[src/rtl/imem_loader.sv]
// imem_loader: boot-time loader that writes a valid/ready word stream into imem from address 0
// and holds the core in reset until loading completes. Define IMEM_LOADER_CHECKSUM_EN for a trailing checksum word.
module imem_loader #(
    parameter int WIDTH       = 32,
    parameter int IADDR       = 5,
    parameter int HOLD_CYCLES = 4
) (
    input  logic             clk,
    input  logic             reset_n,
    input  logic             start,
    input  logic             in_valid,
    input  logic [WIDTH-1:0] in_data,
    input  logic             in_last,
    output logic             in_ready,
    output logic             mem_wr_en,
    output logic [IADDR-1:0] mem_addr,
    output logic [WIDTH-1:0] mem_wdata,
    output logic             core_reset_n,
    output logic             done,
    output logic             error,
    output logic [IADDR:0]   word_count
);

    localparam int HCW = (HOLD_CYCLES > 1) ? $clog2(HOLD_CYCLES) : 1;
    localparam logic [HCW-1:0] HOLD_LAST = HCW'(HOLD_CYCLES - 1);
    localparam logic [IADDR:0] LAST_IDX  = {1'b0, {IADDR{1'b1}}};

`ifdef IMEM_LOADER_CHECKSUM_EN
    typedef enum logic [2:0] {S_IDLE, S_LOAD, S_HOLD, S_RUN, S_ERR, S_CHK} state_t;
`else
    typedef enum logic [2:0] {S_IDLE, S_LOAD, S_HOLD, S_RUN, S_ERR} state_t;
`endif

    state_t           state_q, state_d;
    logic             mem_wr_en_q, mem_wr_en_d;
    logic [IADDR-1:0] mem_addr_q, mem_addr_d;
    logic [WIDTH-1:0] mem_wdata_q, mem_wdata_d;
    logic             core_reset_n_q, core_reset_n_d;
    logic             done_q, done_d;
    logic             error_q, error_d;
    logic [IADDR:0]   word_count_q, word_count_d;
    logic [HCW-1:0]   hold_cnt_q, hold_cnt_d;
    logic             handshake;
`ifdef IMEM_LOADER_CHECKSUM_EN
    logic [WIDTH-1:0] sum_q, sum_d;
`endif

    always_comb begin
`ifdef IMEM_LOADER_CHECKSUM_EN
        in_ready = (state_q == S_LOAD) || (state_q == S_CHK);
`else
        in_ready = (state_q == S_LOAD);
`endif
    end

    assign handshake = in_valid && in_ready;

    always_comb begin
        // NOTE: every signal gets a default before the case so no path leaves it unassigned (no latches).
        state_d      = state_q;
        mem_wr_en_d  = 1'b0;
        mem_addr_d   = mem_addr_q;
        mem_wdata_d  = mem_wdata_q;
        word_count_d = word_count_q;
        hold_cnt_d   = '0;
`ifdef IMEM_LOADER_CHECKSUM_EN
        sum_d        = sum_q;
`endif

        case (state_q)
            S_IDLE, S_RUN, S_ERR: begin
                if (start) begin
                    state_d      = S_LOAD;
                    word_count_d = '0;
`ifdef IMEM_LOADER_CHECKSUM_EN
                    sum_d        = '0;
`endif
                end
            end
            S_LOAD: begin
                if (handshake) begin
                    mem_wr_en_d  = 1'b1;
                    mem_addr_d   = word_count_q[IADDR-1:0];
                    mem_wdata_d  = in_data;
                    word_count_d = word_count_q + (IADDR+1)'(1);
`ifdef IMEM_LOADER_CHECKSUM_EN
                    sum_d        = sum_q + in_data;
                    if (in_last) state_d = S_CHK;
`else
                    if (in_last) state_d = S_HOLD;
`endif
                    // The word at the last address is still written before declaring overflow.
                    else if (word_count_q == LAST_IDX) state_d = S_ERR;
                end
            end
`ifdef IMEM_LOADER_CHECKSUM_EN
            S_CHK: begin
                if (handshake) state_d = (in_data == sum_q) ? S_HOLD : S_ERR;
            end
`endif
            S_HOLD: begin
                if (hold_cnt_q == HOLD_LAST) state_d = S_RUN;
                else hold_cnt_d = hold_cnt_q + HCW'(1);
            end
            default: state_d = S_IDLE;
        endcase

        // Status flags are registered copies of the next state, so they change together with it.
        core_reset_n_d = (state_d == S_RUN);
        done_d         = (state_d == S_RUN);
        error_d        = (state_d == S_ERR);
    end

    always_ff @(posedge clk or negedge reset_n) begin
        if (!reset_n) begin
            state_q        <= S_IDLE;
            mem_wr_en_q    <= 1'b0;
            mem_addr_q     <= '0;
            mem_wdata_q    <= '0;
            core_reset_n_q <= 1'b0;
            done_q         <= 1'b0;
            error_q        <= 1'b0;
            word_count_q   <= '0;
            hold_cnt_q     <= '0;
`ifdef IMEM_LOADER_CHECKSUM_EN
            sum_q          <= '0;
`endif
        end else begin
            // NOTE: non-blocking assignments so every flop samples the pre-edge values.
            state_q        <= state_d;
            mem_wr_en_q    <= mem_wr_en_d;
            mem_addr_q     <= mem_addr_d;
            mem_wdata_q    <= mem_wdata_d;
            core_reset_n_q <= core_reset_n_d;
            done_q         <= done_d;
            error_q        <= error_d;
            word_count_q   <= word_count_d;
            hold_cnt_q     <= hold_cnt_d;
`ifdef IMEM_LOADER_CHECKSUM_EN
            sum_q          <= sum_d;
`endif
        end
    end

    assign mem_wr_en    = mem_wr_en_q;
    assign mem_addr     = mem_addr_q;
    assign mem_wdata    = mem_wdata_q;
    assign core_reset_n = core_reset_n_q;
    assign done         = done_q;
    assign error        = error_q;
    assign word_count   = word_count_q;

endmodule

[config.mk]
export PLATFORM = sky130hd
export DESIGN_NAME = imem_loader
export DESIGN_NICKNAME = d
export VERILOG_FILES = /design/src/rtl/imem_loader.sv
export SDC_FILE = /design/constraint.sdc
export NUM_CORES = 1
export LEC_CHECK = 0
export CAP_MARGIN = 40
export CELL_PAD_IN_SITES_DETAIL_PLACEMENT = 1
export CELL_PAD_IN_SITES_GLOBAL_PLACEMENT = 2
export CORE_ASPECT_RATIO = 2
export CORE_MARGIN = 2
export CORE_UTILIZATION = 30
export CTS_BUF_LIST = sky130_fd_sc_hd__clkbuf_8
export DETAILED_ROUTE_END_ITERATION = 7
export GPL_ROUTABILITY_DRIVEN = 0
export HOLD_SLACK_MARGIN = 0.08
export MAX_ROUTING_LAYER = met4
export PLACE_DENSITY = 0.92
export SYNTH_ARGS = -nofsm -noshare
export SYNTH_HDL_FRONTEND = slang
export SYNTH_SLANG_ARGS = --single-unit
[constraint.sdc]
create_clock -name clk -period 1.8 [get_ports clk]
set_clock_uncertainty 0.05 [all_clocks]
set_input_delay 0.54 -clock clk [delete_from_list [all_inputs] [get_ports clk]]
set_output_delay 0.54 -clock clk [all_outputs]
set_load 0.1 [all_outputs]
; Word-level counts from Yosys, hierarchy flattened
; Cells that the tools add are included.
[op_classes]
n_addsub = 2
mul = 0
div_mod_pow = 0
n_lt_le_gt_ge = 0
eq_ne = 10
shift = 0
mux = 13
bitwise_logic = 0
n_reduce_logical = 6
[ops]
columns = cell, count
row1 = two-way mux 3 bit, 5
row2 = two-way mux 6 bit, 2
row3 = one-hot mux 6 bit (2 select lines), 1
row4 = equality test 3 x 2 -> 1 bit (second input constant), 3
row5 = one-hot mux 3 bit (3 select lines), 1
row6 = adder 6 x 1 -> 6 bit (second input constant), 1
row7 = equality test 3 bit (second input constant), 2
row8 = equality test 6 x 5 -> 1 bit (second input constant), 1
row9 = two-way mux 2 bit, 2
row10 = equality test 3 x 1 -> 1 bit (second input constant), 1
row11 = zero test 3 bit, 1
row12 = AND reduction 3 bit, 1
row13 = OR reduction 3 bit, 1
row14 = adder 2 x 1 -> 2 bit (second input constant), 1
row15 = equality test 2 bit (second input constant), 1
row16 = two-way mux 1 bit, 2
row17 = inequality test 2 x 1 -> 1 bit (second input constant), 1
row18 = inequality test 2 bit (second input constant), 1
row19 = AND reduction 2 bit, 1
row20 = nonzero test 2 bit, 1
row21 = logical AND 1 bit, 1
[totals]
regBits = 51
latchBits = 0
mem_bits_rw = 0
rom_bits = 0
in_bits = 37
n_memories = 0

; Depth between registers and ports, before layout
; Gate-level depths: netlist of run 1.
[logic_depth]
depth_word = 6
mapped_depth = 7

; Worst setup path after synthesis of run 1
; No wires, ideal clock.
[synth_timing]
path_type = register to register
start = register word_count_q[0] (netlist: word_count[0])
end = register error_q (netlist: error)
setup_time_ns = 0.077
t_arrival_ns = 2.019
t_required_ns = 1.673
slack_ns = -0.346
stages_incl_launch_ff = 5
path_buffers = 0
synth_period_minus_slack_ns = 2.146
path_cell_list = dfrtp_1 -> ha_1 -> inv_1 -> or4_1 -> a21oi_1
[synth_between]
elab_chain_cells = 6
[synth_rtl]
columns = item, line_no
row1 = "start, declared", 41  ; logic [IADDR:0] word_count_q, word_count_d;
row2 = "start signal, assigned", 137  ; word_count_q <= word_count_d;
row3 = equality test 6 x 5 -> 1 bit, 93  ; else if (word_count_q == LAST_IDX) state_d = S_ERR;
row4 = two-way mux 3 bit, 93
row5 = two-way mux 3 bit, 90  ; if (in_last) state_d = S_HOLD;
row6 = two-way mux 3 bit, 81  ; if (handshake) begin
row7 = one-hot mux 3 bit (3 select lines), 70  ; case (state_q)
row8 = equality test 3 bit, 111  ; error_d = (state_d == S_ERR);
row9 = net error_d, 40  ; logic error_q, error_d;
row10 = "end signal, assigned", 136  ; error_q <= error_d;
row11 = "end, declared", 40
; The timed path passes the listed nets, and every way through them passes these cells.
; A chain may end at the register's enable or synchronous reset.

; Final worst setup path of run 1
[layout_timing]
start = register state_q[1]
end = output port in_ready
[layout_between]
elab_chain_cells = 1
[layout_rtl]
columns = item, line_no
row1 = "start, declared", 34  ; state_t state_q, state_d;
row2 = "start signal, assigned", 130  ; state_q <= state_d;
row3 = equality test 3 x 1 -> 1 bit, 52  ; in_ready = (state_q == S_LOAD);
row4 = "end, declared", 14  ; output logic in_ready,
; No other way between the ends.

==> flow_metrics.tcl, run 1 <==
set metrics [dict create \
    status "finished with violations" \
    violations "negative setup slack" \
    synth_ff_type "dfrtp_1" \
    synthSimpleGateAreaFrac 0.103 \
    r2r_slack_ns 0.12 \
    synth_area_um2 2260 \
    synth_seq_area_share 0.564 \
    setup-violations-final 1 \
    fp.coreArea_um2 7270 \
    period_share 1.00 \
    cts_max_path_buffers 2 \
    timing.rr.start "state_q[1]" \
    grt_pass1_wl_mm 10.3 \
    cts_sinks 51 \
    synth_area_leaders "dfrtp_1 (56%), mux2_4 (21%), buf_6 (3.5%)" \
    clock_latency_ns 0.31 \
    diodes 0 \
    cts_root_buffer "clkbuf_8" \
    synth.most_common_cell "dfrtp_1" \
    maxCapViolCount 0 \
    yosys-top-cells-count "dfrtp_1 (51), mux2_4 (32), nand2_1 (18)" \
    drt_iter0_drc 61 \
    antenna_found_initial 0 \
    drv_slew 0 \
    path_max_fanout 2 \
    synth_edf_count 0 \
    first_global_vias 1839 \
    fmax_mhz 553 \
    cts-htree-levels 2 \
    dp.cells 335 \
    yosys_warnings 0 \
    rsz0062_at_grt "true" \
    yosysTopAreaCell "dfrtp_1" \
    setup_ws_ns -0.00879 \
    met2_usage 0.298 \
    port_buffers 84 \
    slew_headroom 0.696 \
    vias_per_cell 4.69 \
    layout-drive-gt1-share 0.463 \
    dp_hpwl_mm 4.80 \
    reg2reg_to "mem_wdata[22]" \
    min_path_type "input port to asynchronous set/reset pin" \
    busiest_layer "met2" \
    synth_top_family_by_area "multiplexers" \
    critPathLaunchType "flip-flop" \
    finalNonFillerCells 347 \
    post-route-util 0.535 \
    critPathKind "flip-flop to output pin" \
    syn_inst 155 \
    firstDrtPassIters 3 \
    ys_types 33 \
    hold_ws_ns 0.149 \
    synth_fa_ha_area_frac 0.0111 \
    clk_pin_slew_ns 0.09 \
    vias 1627 \
    area_growth_syn_to_layout_pct 71.8 \
    grt_util_met3 0.0293 \
    cp.required_ns 1.21 \
    nets 293 \
    hold_viol 0 \
    post_drt_wl_per_cell_um 18.0 \
    initial_utilization 0.311 \
    synthMuxAreaShare 0.221 \
    grtUsageTotal 0.169 \
    cts_made_buffers 5 \
    postRouteAntennaNets 0 \
    cts_tree "built" \
    final.min_clock_period_ns 1.81 \
    synth_top_area_frac 0.564 \
    ys_ff_latch 51 \
    cp-end-kind "output pin" \
    synth-compound-area-share 0.0547 \
    r2r_cells 5 \
    rows 44 \
    ios 85 \
    syn_avg_cell_area_um2 14.6 \
    grt_max_degree 52 \
    grt_overflow_total 0 \
    synthArstFlopShare 1.00 \
    cts_hold_buffers 0 \
    fp.dieH_um 127 \
    yosys.area_share.xor_xnor 0 \
    wl_mm 6.24 \
    grt_use_met1 0.187 \
    tightest_slew_ns 0.448 \
    drc_errors 0 \
    synth_nets 194 \
    arrival_ns 1.22 \
    die_area_um2 8300 \
    die_w_um 65.4 \
]
[how the worst max path moves through the flow]
stage | from | to
after floorplan | state_q[0] | done
after global placement | in_valid | mem_wdata[6]
after detailed placement | in_valid | error
after CTS | state_q[1] | in_ready
after global routing | state_q[1] | in_ready
final | state_q[1] | in_ready
[routing by layer]
| layer | vias up | part of all wire |
|---|---|---|
| li1 | 743 | - |
| met2 | 55 | 0.57 |
| met3 | 9 | 0.043 |
| met1 | 820 | 0.37 |
| met5 | - | 0 |
| met4 | 0 | 0.021 |
[critical path, stage by stage, from the launching register on]
cell	delay, ns
dfrtp_2	0.44
nor3b_4	0.26
buf_12	0.21
[final cells by class]
class                           count  area, µm²
Fill cell                         718       3380
Timing Repair Buffer              100       1470
Sequential cell                    51       1290
Multi-Input combinational cell     92        883
Tap cell                           92        115
Clock buffer                        5       68.8
Clock inverter                      3       37.5
Inverter                            4       17.5
[through the flow]
| stage | area [µm²] | setup TNS, ns | setup WS (ns) |
|---|---|---|---|
| after detailed placement | 3750 | -9.22 | -0.261 |
| after CTS | 3890 | -0.0301 | -0.0301 |
| final | 3890 | -0.00879 | -0.00879 |
| after floorplan | 2270 | -0.767 | -0.195 |
| after global routing | 3890 | -0.0619 | -0.0619 |
| after global placement | 3750 | -8.58 | -0.221 |
[kinds of logic (layout without fill, tap and decap cells)]
kind of cell / Yosys count / count (layout)
AOI/OAI and AO/OA: 16 / 16
adders and majority gates: 2 / 2
buffers and inverters: 12 / 112
DFF: 51 / 51
muxes: 34 / 34
and+or+nand+nor: 40 / 40
[cell usage in the layout (no fill, tap or decap), types with 2 or more instances in the layout]
cell | netlist | layout
a211o_1 | 2 | 2
a21oi_1 | 3 | 3
a31oi_1 | 3 | 3
buf_12 | 0 | 51
buf_4 | 1 | 13
clkbuf_8 | 0 | 5
clkdlybuf4s50_1 | 0 | 35
dfrtp_1 | 51 | 43
dfrtp_2 | 0 | 6
dfrtp_4 | 0 | 2
ha_1 | 2 | 2
inv_1 | 3 | 5
mux2_4 | 32 | 32
mux2i_1 | 2 | 2
nand2_1 | 18 | 18
nand3_1 | 5 | 5
nand4bb_1 | 2 | 2
nor2_1 | 2 | 2
nor4_1 | 2 | 2
o211ai_1 | 2 | 2
or4_1 | 2 | 2
[repair_timing]
item | 4_1_cts | 5_1_grt
endpoints found under the setup margin | 1 | 1
hold endpoints to repair | 0 | 0
setup buffers | 4 | 0
gates resized for setup | 3 | 0
pin swaps | 1 | 0
[registers in the layout (all words and copies together) (netlist names)]
signal	count
mem_wdata	32
word_count	6
mem_addr	5
state_q	3
hold_cnt_q	2
done	1
error	1
mem_wr_en	1
Power of run 1 is not shown: default switching activity piles up to over one toggle a cycle in this logic, so the estimate is an artifact.
==> inputs of run 2 (changes only) <==
CORE_UTILIZATION = 32   (was 30)
PLACE_DENSITY = 0.95   (was 0.92)
SETUP_SLACK_MARGIN = 0.1   (was not set)
SKIP_LAST_GASP = 1   (was not set)
clock period = 2.2 ns   (was 1.8 ns; I/O delays follow)
==> flow_metrics.tcl, run 2 (synthesized netlist as in run 1, its figures left out) <==
set metrics [dict create \
    busiest_layer "met2" \
    period_share 0.915 \
    cts_sinks 51 \
    antenna_found_initial 0 \
    ios 85 \
    port_buffers 84 \
    cp.required_ns 1.49 \
    cp-end-kind "output pin" \
    clock_latency_ns 0.32 \
    die_w_um 63.5 \
    critPathLaunchType "flip-flop" \
    final_cell_mix "buf_12 (49), dfrtp_1 (48), clkdlybuf4s50_1 (35)" \
    vias 1671 \
    first_global_vias 1936 \
    cts_hold_buffers 0 \
    die_area_um2 7800 \
    clk_pin_slew_ns 0.10 \
    hold_ws_ns 0.215 \
    slowest_stage "dfrtp_1" \
    fmax_mhz 497 \
    nets 287 \
    final_common_cell "buf_12" \
    slew_headroom 0.693 \
    path_cells "nor3b_4, buf_12" \
    tightest_slew_ns 0.454 \
    vias_per_cell 4.93 \
    cts_root_buffer "clkbuf_8" \
    wl_mm 7.10 \
    path_max_fanout 7 \
    arrival_ns 1.30 \
    status "finished clean" \
    crit_family "flip-flops" \
    drt_iter0_drc 72 \
    drv_slew 0 \
    cts_made_buffers 5 \
    grt_util_met3 0.0300 \
    rsz0062_at_grt "false" \
    final.min_clock_period_ns 2.01 \
    fill_cells 692 \
    slowest_delay_ns 0.49 \
    fp.coreArea_um2 6890 \
    grt_pass1_wl_mm 11.2 \
    area_growth_syn_to_layout_pct 67.3 \
    rows 43 \
    grt_use_met1 0.193 \
    postRouteAntennaNets 0 \
    post_drt_wl_per_cell_um 20.9 \
    setup-violations-final 0 \
    cts_max_path_buffers 2 \
    cts-htree-levels 2 \
    grt_max_degree 27 \
    hold_viol 0 \
    layout-drive-gt1-share 0.438 \
    met2_usage 0.382 \
    cts_tree "built" \
    min_path_type "input port to asynchronous set/reset pin" \
    post_cts_buffers 0 \
    dp_hpwl_mm 5.66 \
    initial_utilization 0.329 \
    fp.dieH_um 123 \
    firstDrtPassIters 4 \
    largest_reg_flops 32 \
    grtUsageTotal 0.199 \
    maxCapViolCount 0 \
    crit_buf_inv 1 \
    critPathKind "flip-flop to output pin" \
    drc_errors 0 \
    grt_overflow_total 0 \
    diodes 0 \
]
-- run 2: final timing paths --
path	from	endpoint	slack, ns	cells after the start
setup / recovery	state_q[2]	in_ready	0.19	2
hold / removal	reset_n	mem_wdata[4]	0.21	1
setup reg to reg	word_count[0]	state_q[2]	0.50	4
hold reg to reg	hold_cnt_q[0]	hold_cnt_q[0]	0.40	1
max in group asynchronous	reset_n	state_q[1]	1.34	2
min in group clk	hold_cnt_q[0]	hold_cnt_q[0]	0.40	1
-- run 2: final cells by class --
type,instances,area [µm²],area share
Timing Repair Buffer,94,1400,0.371
Multi-Input combinational cell,92,883,0.233
Tap cell,90,113,0.0297
Inverter,4,17.5,0.00463
Clock inverter,3,20.0,0.00529
Sequential cell,51,1280,0.338
Clock buffer,5,68.8,0.0182
-- run 2: per-layer routing --
layer  part of all wire  vias up  wire, µm
met5                  0        -         0
met4              0.028        0       198
met3              0.037       11       263
met2               0.60       60      4250
met1               0.34      867      2390
li1                   -      733         -
-- run 2: per-stage QoR --
stage	util	setup WS [ns]	setup TNS, ns	area, µm²	cells
3_3_place_gp	0.537	0.0208	0	3700	331
3_5_place_dp	0.537	-0.0149	-0.0697	3700	331
2_1_floorplan	-	0.0988	0	2270	155
4_1_cts	0.550	0.118	0	3780	339
6_report	0.550	0.187	0	3790	339
5_1_grt	0.550	0.134	0	3790	339
-- run 2: worst register-to-register path, cell delays in order, from the launching register on --
cell     delay (ns)
dfrtp_2        0.47
ha_1           0.26
inv_1          0.11
or4_1          0.58
a21oi_1        0.16
-- run 2: what timing repair did --
| item | in CTS | in global routing |
|---|---|---|
| hold endpoints to repair | 0 | 0 |
| gates resized for setup | 0 | 1 |
| setup endpoints to repair | 0 | 1 |
Power of run 2 is left out for the same reason.
==> inputs of run 3 (changes only) <==
GPL_TIMING_DRIVEN = 0   (was not set)
==> flow_metrics.tcl, run 3 (synthesized netlist as in run 1, its figures left out) <==
set metrics [dict create \
    drt_iter0_drc 66 \
    wl_mm 8.86 \
    maxCapViolCount 0 \
    hold_viol 0 \
    die_area_um2 7800 \
    grt_use_met1 0.274 \
    final_common_cell "dfrtp_1" \
    status "finished clean" \
    cts_tree "built" \
    cp.required_ns 1.49 \
    path_cells "buf_6, nor3b_4, buf_12" \
    port_buffers 84 \
    drv_slew 0 \
    final_cell_mix "dfrtp_1 (46), buf_12 (38), clkdlybuf4s50_1 (35)" \
    first_global_vias 2174 \
    clk_pin_slew_ns 0.10 \
    rows 43 \
    grt_util_met3 0.0391 \
    postRouteAntennaNets 0 \
    crit_buf_inv 2 \
    initial_utilization 0.329 \
    die_w_um 63.5 \
    drc_errors 0 \
    grtUsageTotal 0.250 \
    crit_family "flip-flops" \
    dp.cells 378 \
    arrival_ns 1.35 \
    period_share 0.938 \
    largest_reg_flops 32 \
    cp-end-kind "output pin" \
    diodes 0 \
    firstDrtPassIters 4 \
    grt_pass1_wl_mm 13.7 \
    fin_tns_setup_ns 0 \
    path_max_fanout 10 \
    grt_max_degree 36 \
    vias_per_cell 4.92 \
    register_area_um2 1280 \
    final.min_clock_period_ns 2.06 \
    nets 328 \
    hold_ws_ns 0.220 \
    busiest_layer "met2" \
    ios 85 \
    clock_latency_ns 0.32 \
    min_path_type "input port to asynchronous set/reset pin" \
    fp.coreArea_um2 6890 \
    multi_input_comb_area_um2 883 \
    setup-violations-final 0 \
    critPathKind "flip-flop to output pin" \
    finalNonFillerCells 380 \
    slowest_delay_ns 0.39 \
    cts_sinks 51 \
    grt_overflow_total 0 \
    critPathLaunchType "flip-flop" \
    cts_max_path_buffers 2 \
    layout-drive-gt1-share 0.414 \
    cts-htree-levels 2 \
    antenna_found_initial 0 \
    dp_hpwl_mm 6.57 \
    vias 1871 \
    met2_usage 0.445 \
    slowest_stage "dfrtp_1" \
    fmax_mhz 484 \
    cts_root_buffer "clkbuf_8" \
    area_growth_syn_to_layout_pct 88.8 \
    fp.dieH_um 123 \
    slew_headroom 0.654 \
    rsz0062_at_grt "false" \
    tightest_slew_ns 0.512 \
    cts_made_buffers 5 \
    post_drt_wl_per_cell_um 23.3 \
    cts_hold_buffers 0 \
    fill_cells 685 \
    post-route-util 0.621 \
]
[run 3: cell types whose count changed in the layout (fill, tap and decap cells not counted), sizes merged]
cell         delta
dlygate4sd2    +32
buf             +9
clkinvlp        -2
bufinv          +1
clkbuf          +1
[run 3: layer usage]
metal  vias up  part of all wire
met4         0             0.034
li1        815                 -
met1       961              0.36
met5         -                 0
met2        76              0.56
met3        19             0.040
[run 3: worst paths after layout]
| path | cells after the start | from | endpoint | slack, ns |
|---|---|---|---|---|
| worst max-delay path | 3 | state_q[1] | in_ready | 0.14 |
| worst min-delay path | 1 | reset_n | mem_wdata[2] | 0.22 |
| worst max register to register | 4 | word_count[0] | word_count[4] | 0.39 |
| worst min register to register | 1 | hold_cnt_q[0] | hold_cnt_q[0] | 0.40 |
| max in group asynchronous | 2 | reset_n | word_count[3] | 1.33 |
| min in group clk | 1 | hold_cnt_q[0] | hold_cnt_q[0] | 0.40 |
[run 3: layout make-up]
class | instances | share of cell area
buffer | 8 | 0.0202
clock buffer | 6 | 0.0193
clock inverter | 2 | 0.00820
inverter | 4 | 0.00410
multi-input combinational | 92 | 0.207
sequential | 51 | 0.300
tap | 90 | 0.0263
timing repair buffer | 127 | 0.415
[run 3: metrics by stage]
step                instance area, µm²  setup WS (ns)
floorplan                         2270         0.0988
global placement                  3220          -1.26
detailed placement                4090         -0.130
CTS                               4250          0.104
global route                      4270          0.114
finish                            4270          0.135
[run 3: what timing repair did]
action                     in CTS  in global routing
gates resized for setup        70                  2
pin swaps                       0                  0
buffers inserted                5                  5
cloned                          0                  0
setup endpoints to repair      46                  3
Power of run 3 is left out for the same reason.
